**src/rtl/riscv_fetch_unit.sv**
```systemverilog
// riscv_fetch_unit: instruction-fetch front end for the RV32I core.
// Issues word-aligned fetch requests over a valid/ready interface, collects the
// in-order responses into a small prefetch FIFO tagged with their PCs, and
// flushes everything on a branch/jump redirect. Requests already in flight
// when a redirect happens are remembered so their responses can be dropped.
module riscv_fetch_unit #(
  parameter int unsigned       XLEN         = 32,
  parameter logic [XLEN-1:0]   RESET_VECTOR = '0,
  parameter int unsigned       FIFO_DEPTH   = 4
) (
  input  logic              clk,
  input  logic              rst,
  output logic              imem_req_valid,
  input  logic              imem_req_ready,
  output logic [XLEN-1:0]   imem_req_addr,
  input  logic              imem_rsp_valid,
  input  logic [31:0]       imem_rsp_data,
  input  logic              redirect_valid,
  input  logic [XLEN-1:0]   redirect_target,
  output logic              instr_valid,
  input  logic              instr_ready,
  output logic [31:0]       instr_data,
  output logic [XLEN-1:0]   instr_pc,
  output logic [XLEN-1:0]   instr_pc_plus4,
  output logic              misalign_err
);

  localparam int unsigned AW = $clog2(FIFO_DEPTH);
  localparam int unsigned CW = AW + 1;

  typedef logic [CW-1:0] cnt_t;

  localparam logic [CW:0]     DEPTH_W = (CW+1)'(FIFO_DEPTH);
  localparam cnt_t            ONE     = cnt_t'(1);
  localparam logic [XLEN-1:0] FOUR    = XLEN'(4);
  localparam logic [AW-1:0]   PTR_ONE = AW'(1);

  logic [XLEN-1:0] fetch_pc_q, fetch_pc_d;
  logic [XLEN-1:0] rsp_pc_q, rsp_pc_d;
  logic [XLEN-1:0] fifo_pc_q   [FIFO_DEPTH];
  logic [31:0]     fifo_data_q [FIFO_DEPTH];
  logic [AW-1:0]   wr_ptr_q, wr_ptr_d;
  logic [AW-1:0]   rd_ptr_q, rd_ptr_d;
  cnt_t            count_q, count_d;
  cnt_t            outstanding_q, outstanding_d;
  cnt_t            discard_q, discard_d;
  logic            misalign_q, misalign_d;

  logic [CW:0]     inflight;
  logic [XLEN-1:0] redirect_aligned;
  logic            req_fire;
  logic            rsp_fire;
  logic            rsp_drop;
  logic            push;
  logic            pop;

  // Every issued request owns a FIFO slot until it is consumed, so
  // outstanding + buffered never exceeds the FIFO depth.
  assign inflight         = {1'b0, outstanding_q} + {1'b0, count_q};
  assign imem_req_valid   = rst & ~redirect_valid & (inflight < DEPTH_W);
  assign imem_req_addr    = fetch_pc_q;
  assign req_fire         = imem_req_valid & imem_req_ready;

  // A response is thrown away if it belongs to a pre-redirect request, or if
  // a redirect happens in the very cycle it arrives.
  assign rsp_fire         = rst & imem_rsp_valid;
  assign rsp_drop         = rsp_fire & ((discard_q != '0) | redirect_valid);
  assign push             = rsp_fire & ~rsp_drop;

  assign instr_valid      = rst & (count_q != '0);
  assign pop              = instr_valid & instr_ready & ~redirect_valid;
  assign instr_data       = fifo_data_q[rd_ptr_q];
  assign instr_pc         = fifo_pc_q[rd_ptr_q];
  assign instr_pc_plus4   = fifo_pc_q[rd_ptr_q] + FOUR;
  assign misalign_err     = misalign_q;

  assign redirect_aligned = {redirect_target[XLEN-1:2], 2'b00};

  // Next-state for PCs, counters and FIFO pointers; a redirect overrides all.
  always_comb begin
    fetch_pc_d    = fetch_pc_q;
    rsp_pc_d      = rsp_pc_q;
    wr_ptr_d      = wr_ptr_q;
    rd_ptr_d      = rd_ptr_q;
    count_d       = count_q;
    discard_d     = discard_q;
    misalign_d    = 1'b0;
    outstanding_d = outstanding_q + (req_fire ? ONE : '0) - (rsp_fire ? ONE : '0);

    if (redirect_valid) begin
      fetch_pc_d = redirect_aligned;
      rsp_pc_d   = redirect_aligned;
      wr_ptr_d   = '0;
      rd_ptr_d   = '0;
      count_d    = '0;
      discard_d  = outstanding_q - (rsp_fire ? ONE : '0);
      misalign_d = (redirect_target[1:0] != 2'b00);
    end else begin
      if (req_fire) begin
        fetch_pc_d = fetch_pc_q + FOUR;
      end
      if (rsp_drop) begin
        discard_d = discard_q - ONE;
      end
      if (push) begin
        rsp_pc_d = rsp_pc_q + FOUR;
        wr_ptr_d = wr_ptr_q + PTR_ONE;
      end
      if (pop) begin
        rd_ptr_d = rd_ptr_q + PTR_ONE;
      end
      unique case ({push, pop})
        2'b10:   count_d = count_q + ONE;
        2'b01:   count_d = count_q - ONE;
        default: count_d = count_q;
      endcase
    end
  end

  // Control state register with synchronous active-low reset.
  always_ff @(posedge clk) begin
    if (!rst) begin
      fetch_pc_q    <= RESET_VECTOR;
      rsp_pc_q      <= RESET_VECTOR;
      wr_ptr_q      <= '0;
      rd_ptr_q      <= '0;
      count_q       <= '0;
      outstanding_q <= '0;
      discard_q     <= '0;
      misalign_q    <= 1'b0;
    end else begin
      fetch_pc_q    <= fetch_pc_d;
      rsp_pc_q      <= rsp_pc_d;
      wr_ptr_q      <= wr_ptr_d;
      rd_ptr_q      <= rd_ptr_d;
      count_q       <= count_d;
      outstanding_q <= outstanding_d;
      discard_q     <= discard_d;
      misalign_q    <= misalign_d;
    end
  end

  // FIFO storage; contents are only meaningful below count, so no reset.
  always_ff @(posedge clk) begin
    if (push) begin
      fifo_pc_q[wr_ptr_q]   <= rsp_pc_q;
      fifo_data_q[wr_ptr_q] <= imem_rsp_data;
    end
  end

  // Memory must never answer a request that was not issued.
  assert property (@(posedge clk) disable iff (!rst)
                   imem_rsp_valid |-> (outstanding_q != '0));

endmodule

```
**config.mk**
```make
export PLATFORM = sky130hd
export DESIGN_NAME = riscv_fetch_unit
export DESIGN_NICKNAME = d
export VERILOG_FILES = /design/src/rtl/riscv_fetch_unit.sv
export SDC_FILE = /design/constraint.sdc
export NUM_CORES = 1
export LEC_CHECK = 0
export CAP_MARGIN = 25
export CORE_MARGIN = 2
export CORE_UTILIZATION = 60
export CTS_CLUSTER_DIAMETER = 150
export DETAILED_ROUTE_END_ITERATION = 12
export DONT_BUFFER_PORTS = 1
export PLACE_DENSITY = 0.74
export RECOVER_POWER = 50
export SLEW_MARGIN = 20
export SYNTH_ARGS = -nofsm -noshare
export SYNTH_HDL_FRONTEND = slang
export SYNTH_SLANG_ARGS = --single-unit
```
**constraint.sdc**
```tcl
create_clock -name clk -period 7.6 [get_ports clk]
set_input_delay 1.52 -clock clk [delete_from_list [all_inputs] [get_ports clk]]
set_output_delay 1.52 -clock clk [all_outputs]
set_load 0.005 [all_outputs]
```
# Yosys cells after proc, flatten, opt, wreduce, memory -nomap -nowiden
# Memory sizes are Yosys's and may differ from the RTL's. A register that Yosys moved wholly into a read port is not among the register bits.
# Cells that the tools add are included.
dict set report op_classes {
  addsub 12
  order_cmp 1
  eq_ne 2
  n_mux 15
  bitwise_logic 13
  reduce_logical 9
}
# operator n
set ops {}
lappend ops {{2-to-1 mux 32 bit} 4}
lappend ops {{adder 32 x 3 -> 32 bit (second input constant)} 3}
lappend ops {{nonzero test 2 bit} 5}
lappend ops {{AND 1 bit} 9}
lappend ops {{2-to-1 mux 2 bit} 4}
lappend ops {{2-to-1 mux 3 bit} 2}
lappend ops {{case mux 3 bit (2 select lines)} 1}
lappend ops {{nonzero test 3 bit} 2}
lappend ops {{subtractor 3 x 1 -> 3 bit (second input constant)} 2}
lappend ops {{adder 2 x 1 -> 2 bit (second input constant)} 2}
lappend ops {{adder 3 x 3 -> 4 bit} 1}
lappend ops {{less-than comparator 4 x 3 -> 1 bit (second input constant)} 1}
lappend ops {{2-to-1 mux 1 bit} 4}
lappend ops {{adder 3 x 1 -> 3 bit} 1}
lappend ops {{adder 3 x 1 -> 3 bit (second input constant)} 1}
lappend ops {{inverter 1 bit} 3}
lappend ops {{subtractor 3 x 1 -> 3 bit} 1}
lappend ops {{subtractor 3 bit} 1}
lappend ops {{== test 2 x 1 -> 1 bit (second input constant)} 1}
lappend ops {{== test 2 bit (second input constant)} 1}
lappend ops {{AND reduction 2 bit} 1}
lappend ops {{OR reduction 2 bit} 1}
lappend ops {{OR 1 bit} 1}
dict set report totals {
  ff_bits 78
  ram_bits 256
  input_bits 70
  output_inout_bits 131
  wordCells 64
  mem_count 2
}
# name depth width read_ports rd_ports_with_merged_regs write_ports line_no
set mem_list {}
lappend mem_list {fifo_data_q 4 32 1 1 1 41} ;# logic [31:0] fifo_data_q [FIFO_DEPTH];
lappend mem_list {fifo_pc_q 4 32 1 1 1 40} ;# logic [XLEN-1:0] fifo_pc_q [FIFO_DEPTH];

# Depth between registers and ports, before layout
dict set report logic_depth {
  ltp_word 7
  ltp_mapped 13
  mapped_depth_nobuf 11
}

# Worst setup path before layout
# No wires, ideal clock.
dict set report synth_timing {
  path_type {input-to-reg}
  start {in imem_rsp_valid}
  end {mem fifo_data_q[0][0] (enable)}
  setup_time_ps 427
  t_arrival_ps 3696
  required_ps 7173
  path_slack_ps 3477
  stages 4
  n_path_buf 2
  path_cell_list {and4b_1 clkbuf_1 clkbuf_1 and3_1}
}
dict set report synth_via {
  elab_chain_cells 6
}
# element line_no
set synth_lines {}
lappend synth_lines {{start, declared} 16} ;# input logic imem_rsp_valid,
lappend synth_lines {{AND 1 bit *} 66} ;# assign rsp_fire = rst & imem_rsp_valid;
lappend synth_lines {{AND 1 bit} 67} ;# assign rsp_drop = rsp_fire & ((discard_q != '0) | redirect_valid);
lappend synth_lines {{inverter 1 bit} 68} ;# assign push = rsp_fire & ~rsp_drop;
lappend synth_lines {{AND 1 bit *} 68}
lappend synth_lines {{2-to-1 mux 1 bit *} 145} ;# if (push) begin
lappend synth_lines {{2-to-1 mux 1 bit (implied by the code) *} 147} ;# fifo_data_q[wr_ptr_q] <= imem_rsp_data;
lappend synth_lines {{end, declared} 41}
# Every way passes the cells marked *; elsewhere a longest branch is shown, timed or not.

==> run summary <==
Core area: 0.0225 mm²
Status: finished, violations left
H-tree Lvls: 1
Post-Synthesis Mean Instance Area: 15.2 µm²
Worst reg2reg path depth: 11
Number of setup buffers added after CTS: 0
Largest net degree at the start of global routing: 87
Most frequent cells in the layout: edfxtp_1, dfxtp_1, xnor2_1
Pwr dens: 246 mW/mm²
Post-Synth Adder-Cell Area: 1.76%
CP top delay family: simple AND/OR/NAND/NOR gates
First-pass GRT wire length: 43600 µm
Die W: 155 µm
Slew HR: -121%
Fmax: 196 MHz
Sequential area share after synthesis: 65.7%
XOR/XNOR share of the synthesized area: 5.26%
Vias in the first global route: 7628
CTS Buf Count: 31
Async set or reset register ratio after synthesis: 0%
Nets: 982
TNS Setup: 0 ns
Final ANT Viol Nets: 0
CTS tree: yes
R2R Setup Slk: 4.33 ns
First-pass detailed-route iteration total: 5
Post-synth EDFFs: 248
Initial antenna violation count: 0
Total number of vias: 7708
Post-Synth Simple-Gate Area: 9.45%
Reg-to-Reg Start: discard_q[0]
Area Overhead vs Synth: 8.44%
HP Class: reg -> reg
Final Slew Violations: 87
Slowest stage delay, CP: 0.76 ns
Worst path required time: 6.08 ns
Skew final: 0.0110 ns
Max Cap Viol: 1
Peak supply drop: 158 µV
Stages on the worst setup path: 6
CTS root buf: clkbuf_16
Critical Path End: instr_pc_plus4[27]
Unrepaired setup endpoints after global routing: false
Cell chain of the critical path: buf_4, mux4_1, and4_1, and2_1, nand3_1, xnor2_1
Mux contribution to synthesized area: 10.6%
GP Congestion: 0.863
Fraction of layout cells with a size suffix above 1: 12.0%
CP bufs+invs: 1
Cell Count, Final, Fillers Out: 1204
Drt total wl: 28300 µm
Synth unique cells: 55
Tcrit/Tclk final: 67.0%
# hold bufs at CTS: 0
DP Wirelength: 18600 µm
Violated checks: max-capacitance violations, max-slew violations
Post-Synthesis Cell Area: 0.0136 mm²
R2r endpoint: count_q[2]
Post-CTS sizing: 0
Number of diodes: 0
Port Buffer Count: 0
Clock transition at path regs: 0.06 ns
Largest family of logic cells by synthesized area: multiplexers
Vias/cell: 6.40
Total GRT Usage: 23.5%
# placed instances: 1146
Leak: 0.00465 µW
WP data arrival: 3.57 ns
Die area: 0.0240 mm²
CP max stage cell: buf_4
Syn Inst Count: 896
Starting Density: 60.6%
Syn. warnings: 0
Startpoint types: flip-flop
Synth Register Bits: 324
Cell Area, Placed: 0.0138 mm²
Compound-cell area share of the yosys netlist: 4.53%
DRC: 0
Worst-Skew Late Latency: 0.55 ns
Hold Vio Cnt, Final: 0
# rows: 55
Ports: 201
Most common cell after layout, fill and taps aside: edfxtp_1
Longest Clk Path Bufs: 3
Kind of critical path: reg -> out
Iteration-0 DRC Markers: 554
Slew @ Worst Pin: 3.32 ns
Final Instance Area: 0.0148 mm²
Routed WL per cell: 23.5 µm
Element type at the critical path end: primary output
Critical Path Fanout Max: 47
Period minus WS final: 5.09 ns
Endpoints failing setup: 0
Clk sinks: 324
Ys flop type: edfxtp_1
Die Height: 155 µm
Grt ovf: 0
[routing by layer]
layer  track usage [%]  up-vias  wire length, µm
li1                  -     3484                -
met1              32.7     3813            11600
met2              37.2      365            13300
met3              6.78       46             2810
met4              6.26        0              603
met5                 0        -                0
[worst min path at each step]
stage,start,end,cells past startpoint
after floorplan,wr_ptr_q[1],wr_ptr_q[1],2
after global placement,wr_ptr_q[1],wr_ptr_q[1],2
after detailed placement,wr_ptr_q[1],wr_ptr_q[1],2
after CTS,wr_ptr_q[1],wr_ptr_q[1],2
after global routing,wr_ptr_q[1],wr_ptr_q[1],2
final,wr_ptr_q[1],wr_ptr_q[1],2
[power breakdown]
part           internal [µW]  total, µW  switching, µW
clock                    866       1480            615
sequential              1950       2000           53.1
combinational           59.3        150           90.6
total                   2880       3630            759
[worst min-delay path: stages, from the launching register on]
cell     delay [ns]
dfxtp_1        0.34
nand2_1        0.07
a21oi_1        0.06
[cell usage after synthesis, types with 2 or more instances]
master    instances  area, µm²
buf_4             8       60.1
and4b_1           2       20.0
buf_2             7       35.0
nand2_1          45        169
clkbuf_1         26       97.6
nand3_1          28        140
or3_1             5       31.3
dfxtp_1          76       1520
nor2_1           24       90.1
and2_1            8       50.1
nand2b_1          2       12.5
buf_12            2       40.0
nand4_1          31        194
xnor2_1          55        482
nand4b_1          2       17.5
and4_1           14        123
nor2b_1           2       12.5
fa_1              2       40.0
a21boi_0          2       15.0
xor2_1           27        236
nor3_1           20        100
a31oi_1           7       43.8
mux4_1           12        315
o31a_1            2       17.5
a311oi_1          2       17.5
o211ai_1          5       37.5
a21oi_1          53        265
mux4_2           50       1130
nor4_1           14       87.6
o21ai_0          31        155
buf_6             2       22.5
and3_1           19        119
ha_1             16        200
or4_1             2       15.0
inv_1            23       86.3
edfxtp_1        248       7450
a211oi_1          4       30.0
[cell type report]
cell class	count	area, µm²
clock buffer	40	830
multi-input combinational	506	4340
fill	1532	7700
tap	285	357
clock inverter	18	159
timing repair buffer	6	41.3
sequential	324	8970
inverter	25	93.8
[through the flow]
step / total power, µW / hold WS [ns] / utilization (%) / setup slack, ns
finish: 3630 / 0.514 / 65.8 / 2.51
global placement: 2180 / 0.482 / 61.4 / 3.09
CTS: 3660 / 0.515 / 65.8 / 2.43
detailed placement: 2190 / 0.507 / 61.4 / 3.02
floorplan: 2140 / 0.469 / - / 3.48
global route: 3760 / 0.541 / 65.8 / 2.19
[flip-flops by register name, indices dropped and copies added, names as in the netlist, named ones only]
register / cells
count_q: 3
discard_q: 3
fifo_data_q: 128
fifo_pc_q: 120
imem_req_addr: 30
misalign_err: 1
outstanding_q: 3
rd_ptr_q: 2
rsp_pc_q: 30
wr_ptr_q: 2
[kinds of logic (layout without fill, tap and decap cells)]
logic type	count (synthesis)	count (layout)
xor gates and xnor gates	82	82
other	1	6
DFF	324	324
muxes	63	63
buffers and inverters	71	89
and+or+nand+nor	227	227
AOI/OAI and AO/OA	110	110
adders and majority gates	18	18
No activity file was read; power rests on OpenSTA's default activity.
